$ cat src/rtl/dmem_arbiter.sv
// Two-port arbiter in front of the single-port data memory.
// m0 is the core load/store port and m1 is the debug/loader port.
// Arbitration is round-robin with a bounded hold, so a busy port cannot starve the other.
module dmem_arbiter #(
    parameter int unsigned ADDR_W   = 32,
    parameter int unsigned DATA_W   = 32,
    parameter int unsigned MAX_HOLD = 4
) (
    input  logic              clk,
    input  logic              rst,

    input  logic              m0_req,
    input  logic              m0_we,
    input  logic [ADDR_W-1:0] m0_addr,
    input  logic [DATA_W-1:0] m0_wdata,
    output logic              m0_gnt,
    output logic              m0_rvalid,
    output logic [DATA_W-1:0] m0_rdata,

    input  logic              m1_req,
    input  logic              m1_we,
    input  logic [ADDR_W-1:0] m1_addr,
    input  logic [DATA_W-1:0] m1_wdata,
    output logic              m1_gnt,
    output logic              m1_rvalid,
    output logic [DATA_W-1:0] m1_rdata,

    output logic              mem_read,
    output logic              mem_write,
    output logic [ADDR_W-1:0] mem_addr,
    output logic [DATA_W-1:0] mem_wdata,
    input  logic [DATA_W-1:0] mem_rdata,

    output logic [1:0]        owner
);

    localparam int unsigned HOLD_W = $clog2(MAX_HOLD + 1);
    localparam logic [HOLD_W-1:0] HOLD_MAX = HOLD_W'(MAX_HOLD);
    localparam logic [HOLD_W-1:0] HOLD_ONE = HOLD_W'(1);

    typedef enum logic [1:0] {
        IDLE = 2'b00,
        OWN0 = 2'b01,
        OWN1 = 2'b10
    } state_t;

    state_t            state;
    state_t            state_nxt;
    logic [HOLD_W-1:0] hold_cnt;
    logic [HOLD_W-1:0] hold_nxt;
    logic              rr_last;      // 0: m0 owned last, 1: m1 owned last
    logic              rr_nxt;
    logic              gnt0;
    logic              gnt1;

    // Saturating increment of the hold counter for a retained owner.
    logic [HOLD_W-1:0] hold_inc;
    assign hold_inc = (hold_cnt < HOLD_MAX) ? (hold_cnt + HOLD_ONE) : HOLD_MAX;

    // State, hold counter and round-robin pointer.
    always_ff @(posedge clk) begin
        if (rst) begin
            state    <= IDLE;
            hold_cnt <= '0;
            rr_last  <= 1'b1;
        end else begin
            state    <= state_nxt;
            hold_cnt <= hold_nxt;
            rr_last  <= rr_nxt;
        end
    end

    // Next-state and grant decision.
    always_comb begin
        state_nxt = state;
        hold_nxt  = hold_cnt;
        rr_nxt    = rr_last;
        gnt0      = 1'b0;
        gnt1      = 1'b0;
        unique case (state)
            IDLE: begin
                if (m0_req && (!m1_req || rr_last)) begin
                    gnt0      = 1'b1;
                    state_nxt = OWN0;
                    hold_nxt  = HOLD_ONE;
                end else if (m1_req) begin
                    gnt1      = 1'b1;
                    state_nxt = OWN1;
                    hold_nxt  = HOLD_ONE;
                end
            end
            OWN0: begin
                if (m0_req && (!m1_req || (hold_cnt < HOLD_MAX))) begin
                    gnt0     = 1'b1;
                    hold_nxt = hold_inc;
                end else if (m1_req) begin
                    gnt1      = 1'b1;
                    state_nxt = OWN1;
                    hold_nxt  = HOLD_ONE;
                    rr_nxt    = 1'b0;
                end else begin
                    state_nxt = IDLE;
                    hold_nxt  = '0;
                    rr_nxt    = 1'b0;
                end
            end
            OWN1: begin
                if (m1_req && (!m0_req || (hold_cnt < HOLD_MAX))) begin
                    gnt1     = 1'b1;
                    hold_nxt = hold_inc;
                end else if (m0_req) begin
                    gnt0      = 1'b1;
                    state_nxt = OWN0;
                    hold_nxt  = HOLD_ONE;
                    rr_nxt    = 1'b1;
                end else begin
                    state_nxt = IDLE;
                    hold_nxt  = '0;
                    rr_nxt    = 1'b1;
                end
            end
            default: begin
                state_nxt = IDLE;
                hold_nxt  = '0;
            end
        endcase
    end

    // Memory-side mux: the granted port drives the memory, otherwise all zero.
    always_comb begin
        mem_read  = 1'b0;
        mem_write = 1'b0;
        mem_addr  = '0;
        mem_wdata = '0;
        if (gnt0) begin
            mem_read  = ~m0_we;
            mem_write = m0_we;
            mem_addr  = m0_addr;
            mem_wdata = m0_wdata;
        end else if (gnt1) begin
            mem_read  = ~m1_we;
            mem_write = m1_we;
            mem_addr  = m1_addr;
            mem_wdata = m1_wdata;
        end
    end

    // Read responses: capture on the grant edge, pulse rvalid the cycle after.
    always_ff @(posedge clk) begin
        if (rst) begin
            m0_rvalid <= 1'b0;
            m0_rdata  <= '0;
            m1_rvalid <= 1'b0;
            m1_rdata  <= '0;
        end else begin
            m0_rvalid <= gnt0 & ~m0_we;
            m1_rvalid <= gnt1 & ~m1_we;
            if (gnt0 && !m0_we) begin
                m0_rdata <= mem_rdata;
            end
            if (gnt1 && !m1_we) begin
                m1_rdata <= mem_rdata;
            end
        end
    end

    assign m0_gnt = gnt0;
    assign m1_gnt = gnt1;
    assign owner  = state;

endmodule

$ cat config.mk
export PLATFORM = sky130hd
export DESIGN_NAME = dmem_arbiter
export DESIGN_NICKNAME = d
export VERILOG_FILES = /design/src/rtl/dmem_arbiter.sv
export SDC_FILE = /design/constraint.sdc
export NUM_CORES = 1
export LEC_CHECK = 0
export ABC_AREA = 0
export BUFFER_PORTS_ARGS = -buffer_cell sky130_fd_sc_hd__buf_2
export CORE_AREA = 2 2 117 119
export CTS_CLUSTER_DIAMETER = 60
export DETAILED_ROUTE_END_ITERATION = 7
export DIE_AREA = 0 0 119 121
export PLACE_DENSITY_LB_ADDON = 0.15
export SYNTH_ARGS = -nofsm -noshare
export SYNTH_HDL_FRONTEND = slang
export SYNTH_SLANG_ARGS = --single-unit
$ cat constraint.sdc
create_clock -name clk -period 2.2 [get_ports clk]
set_input_delay 0.33 -clock clk [delete_from_list [all_inputs] [get_ports clk]]
set_output_delay 0.33 -clock clk [all_outputs]
set_load 0.01 [all_outputs]
==> flow_summary.html <==
<table>
<tr><th>Metric</th><th>Value</th></tr>
<tr><th colspan="2">Status</th></tr>
<tr><td>Result of the run</td><td>complete, but fails checks</td></tr>
<tr><td>Failing checks</td><td>negative setup slack</td></tr>
<tr><th colspan="2">Yosys</th></tr>
<tr><td>Most area-consuming cells after synthesis</td><td>sky130_fd_sc_hd__dfxtp_1 (41%), sky130_fd_sc_hd__mux2i_1 (19%), sky130_fd_sc_hd__a22o_1 (16%), sky130_fd_sc_hd__nand2_1 (11%), sky130_fd_sc_hd__clkbuf_1 (2.2%)</td></tr>
<tr><td>Mean cell area of the mapped netlist</td><td>9.202 µm²</td></tr>
<tr><td>Count of warnings emitted by yosys</td><td>0</td></tr>
<tr><td>Sequential cell area fraction in the yosys report</td><td>approximately two fifths</td></tr>
<tr><td>Area fraction of the dominant cell type after synthesis</td><td>between 40% and 50%</td></tr>
<tr><td>Seq cells post-synth</td><td>~70</td></tr>
<tr><td>Most common library cells after synthesis</td><td>sky130_fd_sc_hd__nand2_1 (99), sky130_fd_sc_hd__dfxtp_1 (72), sky130_fd_sc_hd__mux2i_1 (66)</td></tr>
<tr><td>Cell count after synthesis</td><td>approximately 380</td></tr>
<tr><td>Netlist area before placement</td><td>0.003533 mm²</td></tr>
<tr><td>Most common cell in the netlist</td><td>sky130_fd_sc_hd__nand2_1</td></tr>
<tr><td>Library cells used by synthesis</td><td>33</td></tr>
<tr><td>Number of synthesized flops with an enable pin</td><td>0</td></tr>
<tr><td>Dominant synthesized flop cell</td><td>sky130_fd_sc_hd__dfxtp_1</td></tr>
<tr><td>Synth async-reset ratio</td><td>0%</td></tr>
<tr><td>Largest area contributor in the netlist</td><td>sky130_fd_sc_hd__dfxtp_1</td></tr>
<tr><td>Syn nets</td><td>approximately 550</td></tr>
<tr><th colspan="2">CTS</th></tr>
<tr><td>Root Buffer</td><td>sky130_fd_sc_hd__clkbuf_16</td></tr>
<tr><td>Maximum root-to-sink buffer count</td><td>2</td></tr>
<tr><td>Worst-path clk slew</td><td>about 0.060 ns</td></tr>
<tr><td>Cts hold-fix bufs</td><td>0</td></tr>
<tr><td>Clock sink count</td><td>72</td></tr>
<tr><td>H-tree depth</td><td>3</td></tr>
<tr><td>Total clock buffers created by CTS</td><td>9</td></tr>
<tr><td>TritonCTS clock tree</td><td>done</td></tr>
<tr><td>Clock latency reported for the late side of the worst-skew pair</td><td>0.33 ns</td></tr>
<tr><th colspan="2">Critical path</th></tr>
<tr><td>Data arrival, critical path</td><td>1.98 ns</td></tr>
<tr><td>Endpoint kind of the worst setup timing path</td><td>primary output</td></tr>
<tr><td>Startpoint of the worst-slack reg-to-reg timing path</td><td>hold_cnt[2]</td></tr>
<tr><td>Required @ worst endpoint</td><td>1.87 ns</td></tr>
<tr><td>Slowest stage cell on the critical path</td><td>sky130_fd_sc_hd__dfxtp_4</td></tr>
<tr><td>Maximum fanout along the worst path</td><td>11</td></tr>
<tr><td>Count of cells along the worst register-to-register path</td><td>7</td></tr>
<tr><td>Sequence of cells on the critical path</td><td>mux2_4 -&gt; a221oi_4 -&gt; buf_12 -&gt; buf_12 -&gt; a22o_1 -&gt; buf_2</td></tr>
<tr><td>Critical path type</td><td>reg -&gt; out</td></tr>
<tr><td>RR Endpoint</td><td>m0_rdata[27]</td></tr>
<tr><td>FF-to-FF setup slack</td><td>about 0.17 ns</td></tr>
<tr><td>Type of origin of the critical path</td><td>flip-flop</td></tr>
<tr><td>Critical path's most frequent cell</td><td>sky130_fd_sc_hd__buf_12</td></tr>
<tr><td>Largest stage delay on the critical path</td><td>~0.35 ns</td></tr>
<tr><th colspan="2">Global route</th></tr>
<tr><td>Overflow left after global routing</td><td>0</td></tr>
<tr><td>Largest net degree at the start of global routing</td><td>between 60 and 70</td></tr>
<tr><td>Number of antenna violations at the first check in global routing</td><td>1</td></tr>
<tr><td>GRT Resource Usage Total</td><td>21.66%</td></tr>
<tr><td>Vias in the first global route</td><td>~4.1k</td></tr>
<tr><td>Global-route wire length before repair</td><td>approximately 23 mm</td></tr>
<tr><th colspan="2">Drt</th></tr>
<tr><td>Post-detailed-route via-to-cell ratio</td><td>between 4 and 5</td></tr>
<tr><td>Final antenna-violating net count</td><td>0</td></tr>
<tr><td>Total number of vias</td><td>4116</td></tr>
<tr><td>Routed len/inst</td><td>18.79 µm</td></tr>
<tr><td>Length of the first detailed-routing pass in iterations</td><td>4</td></tr>
<tr><td>Initial DRC count</td><td>about 180</td></tr>
<tr><td>DRC viols</td><td>0</td></tr>
<tr><td>Detailed-route wire length</td><td>16.22 mm</td></tr>
<tr><th colspan="2">Power and ir drop</th></tr>
<tr><td>Peak supply drop</td><td>around 0.5 mV</td></tr>
<tr><td>Power density over the cells</td><td>639.7 mW/mm²</td></tr>
<tr><td>Static Leak</td><td>3.147 nW</td></tr>
<tr><th colspan="2">Place</th></tr>
<tr><td>HPWL after detailed placement</td><td>between 10 and 15 mm</td></tr>
<tr><td>Routability congestion estimate</td><td>between 0.9 and 1</td></tr>
<tr><td>Minimum setup slack after placement</td><td>approximately 0.13 ns</td></tr>
<tr><td>Number of port buffers</td><td>around 300</td></tr>
<tr><th colspan="2">Min path</th></tr>
<tr><td>Worst min path class</td><td>in -&gt; reg</td></tr>
<tr><td>Origin of the worst min-delay path</td><td>rst</td></tr>
<tr><td>Worst Hold Endpoint</td><td>hold_cnt[0]</td></tr>
<tr><td>Hold Crit Depth</td><td>2</td></tr>
<tr><th colspan="2">Floorplanning</th></tr>
<tr><td>Number of top-level design ports</td><td>302</td></tr>
<tr><td>Initial Util</td><td>a little over a quarter</td></tr>
<tr><td>Die extent in x</td><td>approximately 120 µm</td></tr>
<tr><td>Row Count</td><td>42</td></tr>
<tr><td>Die outline area</td><td>~0.014 mm²</td></tr>
<tr><td>Height of the die</td><td>approximately 120 µm</td></tr>
<tr><td>Core footprint</td><td>between 0.01 and 0.015 mm²</td></tr>
<tr><th colspan="2">Flow run</th></tr>
<tr><td>Max Cap Viol</td><td>0</td></tr>
<tr><th colspan="2">STA</th></tr>
<tr><td>Crit path setup slack, layout</td><td>-0.1128 ns</td></tr>
<tr><td>Period utilization</td><td>105.1%</td></tr>
<tr><td>Minimum clock period</td><td>2.313 ns</td></tr>
<tr><td>Fmax</td><td>roughly 0.43 GHz</td></tr>
<tr><td>Measured slew at the worst slew-check pin</td><td>between 0.6 and 0.7 ns</td></tr>
<tr><td>RSZ-0062 raised after global routing</td><td>yes</td></tr>
<tr><td>Number of hold-slack violations in the final timing report</td><td>0</td></tr>
<tr><td>Setup violators final</td><td>65</td></tr>
<tr><td>Fin Hold WS</td><td>~0.17 ns</td></tr>
<tr><td>Headroom to the max-slew limit</td><td>about three fifths</td></tr>
<tr><td>Final worst clock skew</td><td>between 0.007 and 0.008 ns</td></tr>
<tr><td>Number of slew-limit violations in the final report</td><td>0</td></tr>
<tr><th colspan="2">Cells and area</th></tr>
<tr><td>Layout cells sized above 1</td><td>51.31%</td></tr>
<tr><td>Area added between synthesis and finish</td><td>65.19%</td></tr>
<tr><td>Final #Nets</td><td>around 850</td></tr>
</table>
[sequential cells by signal, summed over array words and instances, names as in the netlist]
register / count
m0_rvalid: 1
m1_rvalid: 1
m0_rdata: 32
hold_cnt: 3
owner: 2
rr_last: 1
m1_rdata: 32
[worst max-delay path: cells and delay by family (launching register included)]
family                 cells  cell delay [ns]
AOI/OAI and AO/OA          2             0.50
buffers and inverters      3             0.48
DFF                        1             0.35
muxes                      1             0.32
[cell usage in the layout, fill, tap and decap left out, types with 3 or more instances in the layout]
cell,Yosys,routed
sky130_fd_sc_hd__clkbuf_1,21,3
sky130_fd_sc_hd__clkbuf_16,0,11
sky130_fd_sc_hd__buf_2,9,286
sky130_fd_sc_hd__buf_4,4,9
sky130_fd_sc_hd__buf_6,1,17
sky130_fd_sc_hd__a21oi_1,5,5
sky130_fd_sc_hd__buf_12,0,6
sky130_fd_sc_hd__nand2_1,99,99
sky130_fd_sc_hd__a22o_4,0,6
sky130_fd_sc_hd__nor2b_1,8,7
sky130_fd_sc_hd__mux2i_1,66,65
sky130_fd_sc_hd__nor2_1,4,4
sky130_fd_sc_hd__dfxtp_1,72,69
sky130_fd_sc_hd__inv_1,3,3
sky130_fd_sc_hd__a22o_1,65,59
[power breakdown]
| part | internal (W) | switching, W |
|---|---|---|
| clock network | 0.000790 | 0.000522 |
| registers | 0.00137 | 0.0000358 |
| logic | 0.000509 | 0.000508 |
[cell families after synthesis]
family | count (synthesis) | synth area share, %
AO/OA/AOI/OAI | 81 | 19.69
buffers and inverters | 40 | 5.524
multiplexers | 67 | 19.12
flip-flops | 72 | 40.79
AND/OR/NAND/NOR | 123 | 14.52
adder cells (fa/ha/maj) | 1 | 0.3541
[metrics by stage]
stage / cell area (µm²) / power (W) / cells / util (%) / TNS (ns)
after floorplan: 3533 / 0.001887 / 384 / - / 0
after global placement: 5270 / 0.002329 / 839 / 40.28 / 0
after detailed placement: 5270 / 0.002341 / 839 / 40.28 / 0
after CTS: 5733 / 0.003746 / 861 / 43.81 / -6.500
after global routing: 5834 / 0.003923 / 862 / 44.59 / -8.791
final: 5837 / 0.003734 / 863 / 44.61 / -3.885
[cell type report]
| cell class | instances | area [µm²] |
|---|---|---|
| clock inverter | 3 | 17.52 |
| timing repair buffer | 322 | 1903 |
| multi-input combinational | 272 | 1981 |
| sequential | 72 | 1448 |
| clock buffer | 13 | 250.2 |
| tap | 176 | 220.2 |
| inverter | 4 | 15.01 |
| fill | 1316 | 7248 |
| antenna | 1 | 2.502 |
[timing repair]
item / CTS / global route
gates resized for setup: 24 / 20
setup endpoints to repair: 68 / 68
setup buffers: 4 / 1
cloned: 2 / 2
pin swaps: 6 / 6
[worst max-delay path by stage]
stage	slack [ns]	endpoint	cells past startpoint	from
after global placement	0.16	mem_wdata[6]	6	hold_cnt[2]
after detailed placement	0.13	mem_wdata[27]	6	hold_cnt[2]
after global routing	-0.19	mem_wdata[9]	6	hold_cnt[2]
final	-0.11	mem_wdata[9]	6	hold_cnt[2]
after floorplan	0.15	mem_addr[0]	6	m1_req
after CTS	-0.16	mem_wdata[14]	6	hold_cnt[2]
[routing by layer]
layer	GRT usage [%]	up-vias	share of wire (%)
li1	-	1963	-
met3	8.177	37	8.5
met2	35.34	200	47
met5	0	-	0.080
met4	11.38	2	4.6
met1	24.65	1914	40
Note: power is estimated with default switching activity, not from simulation.
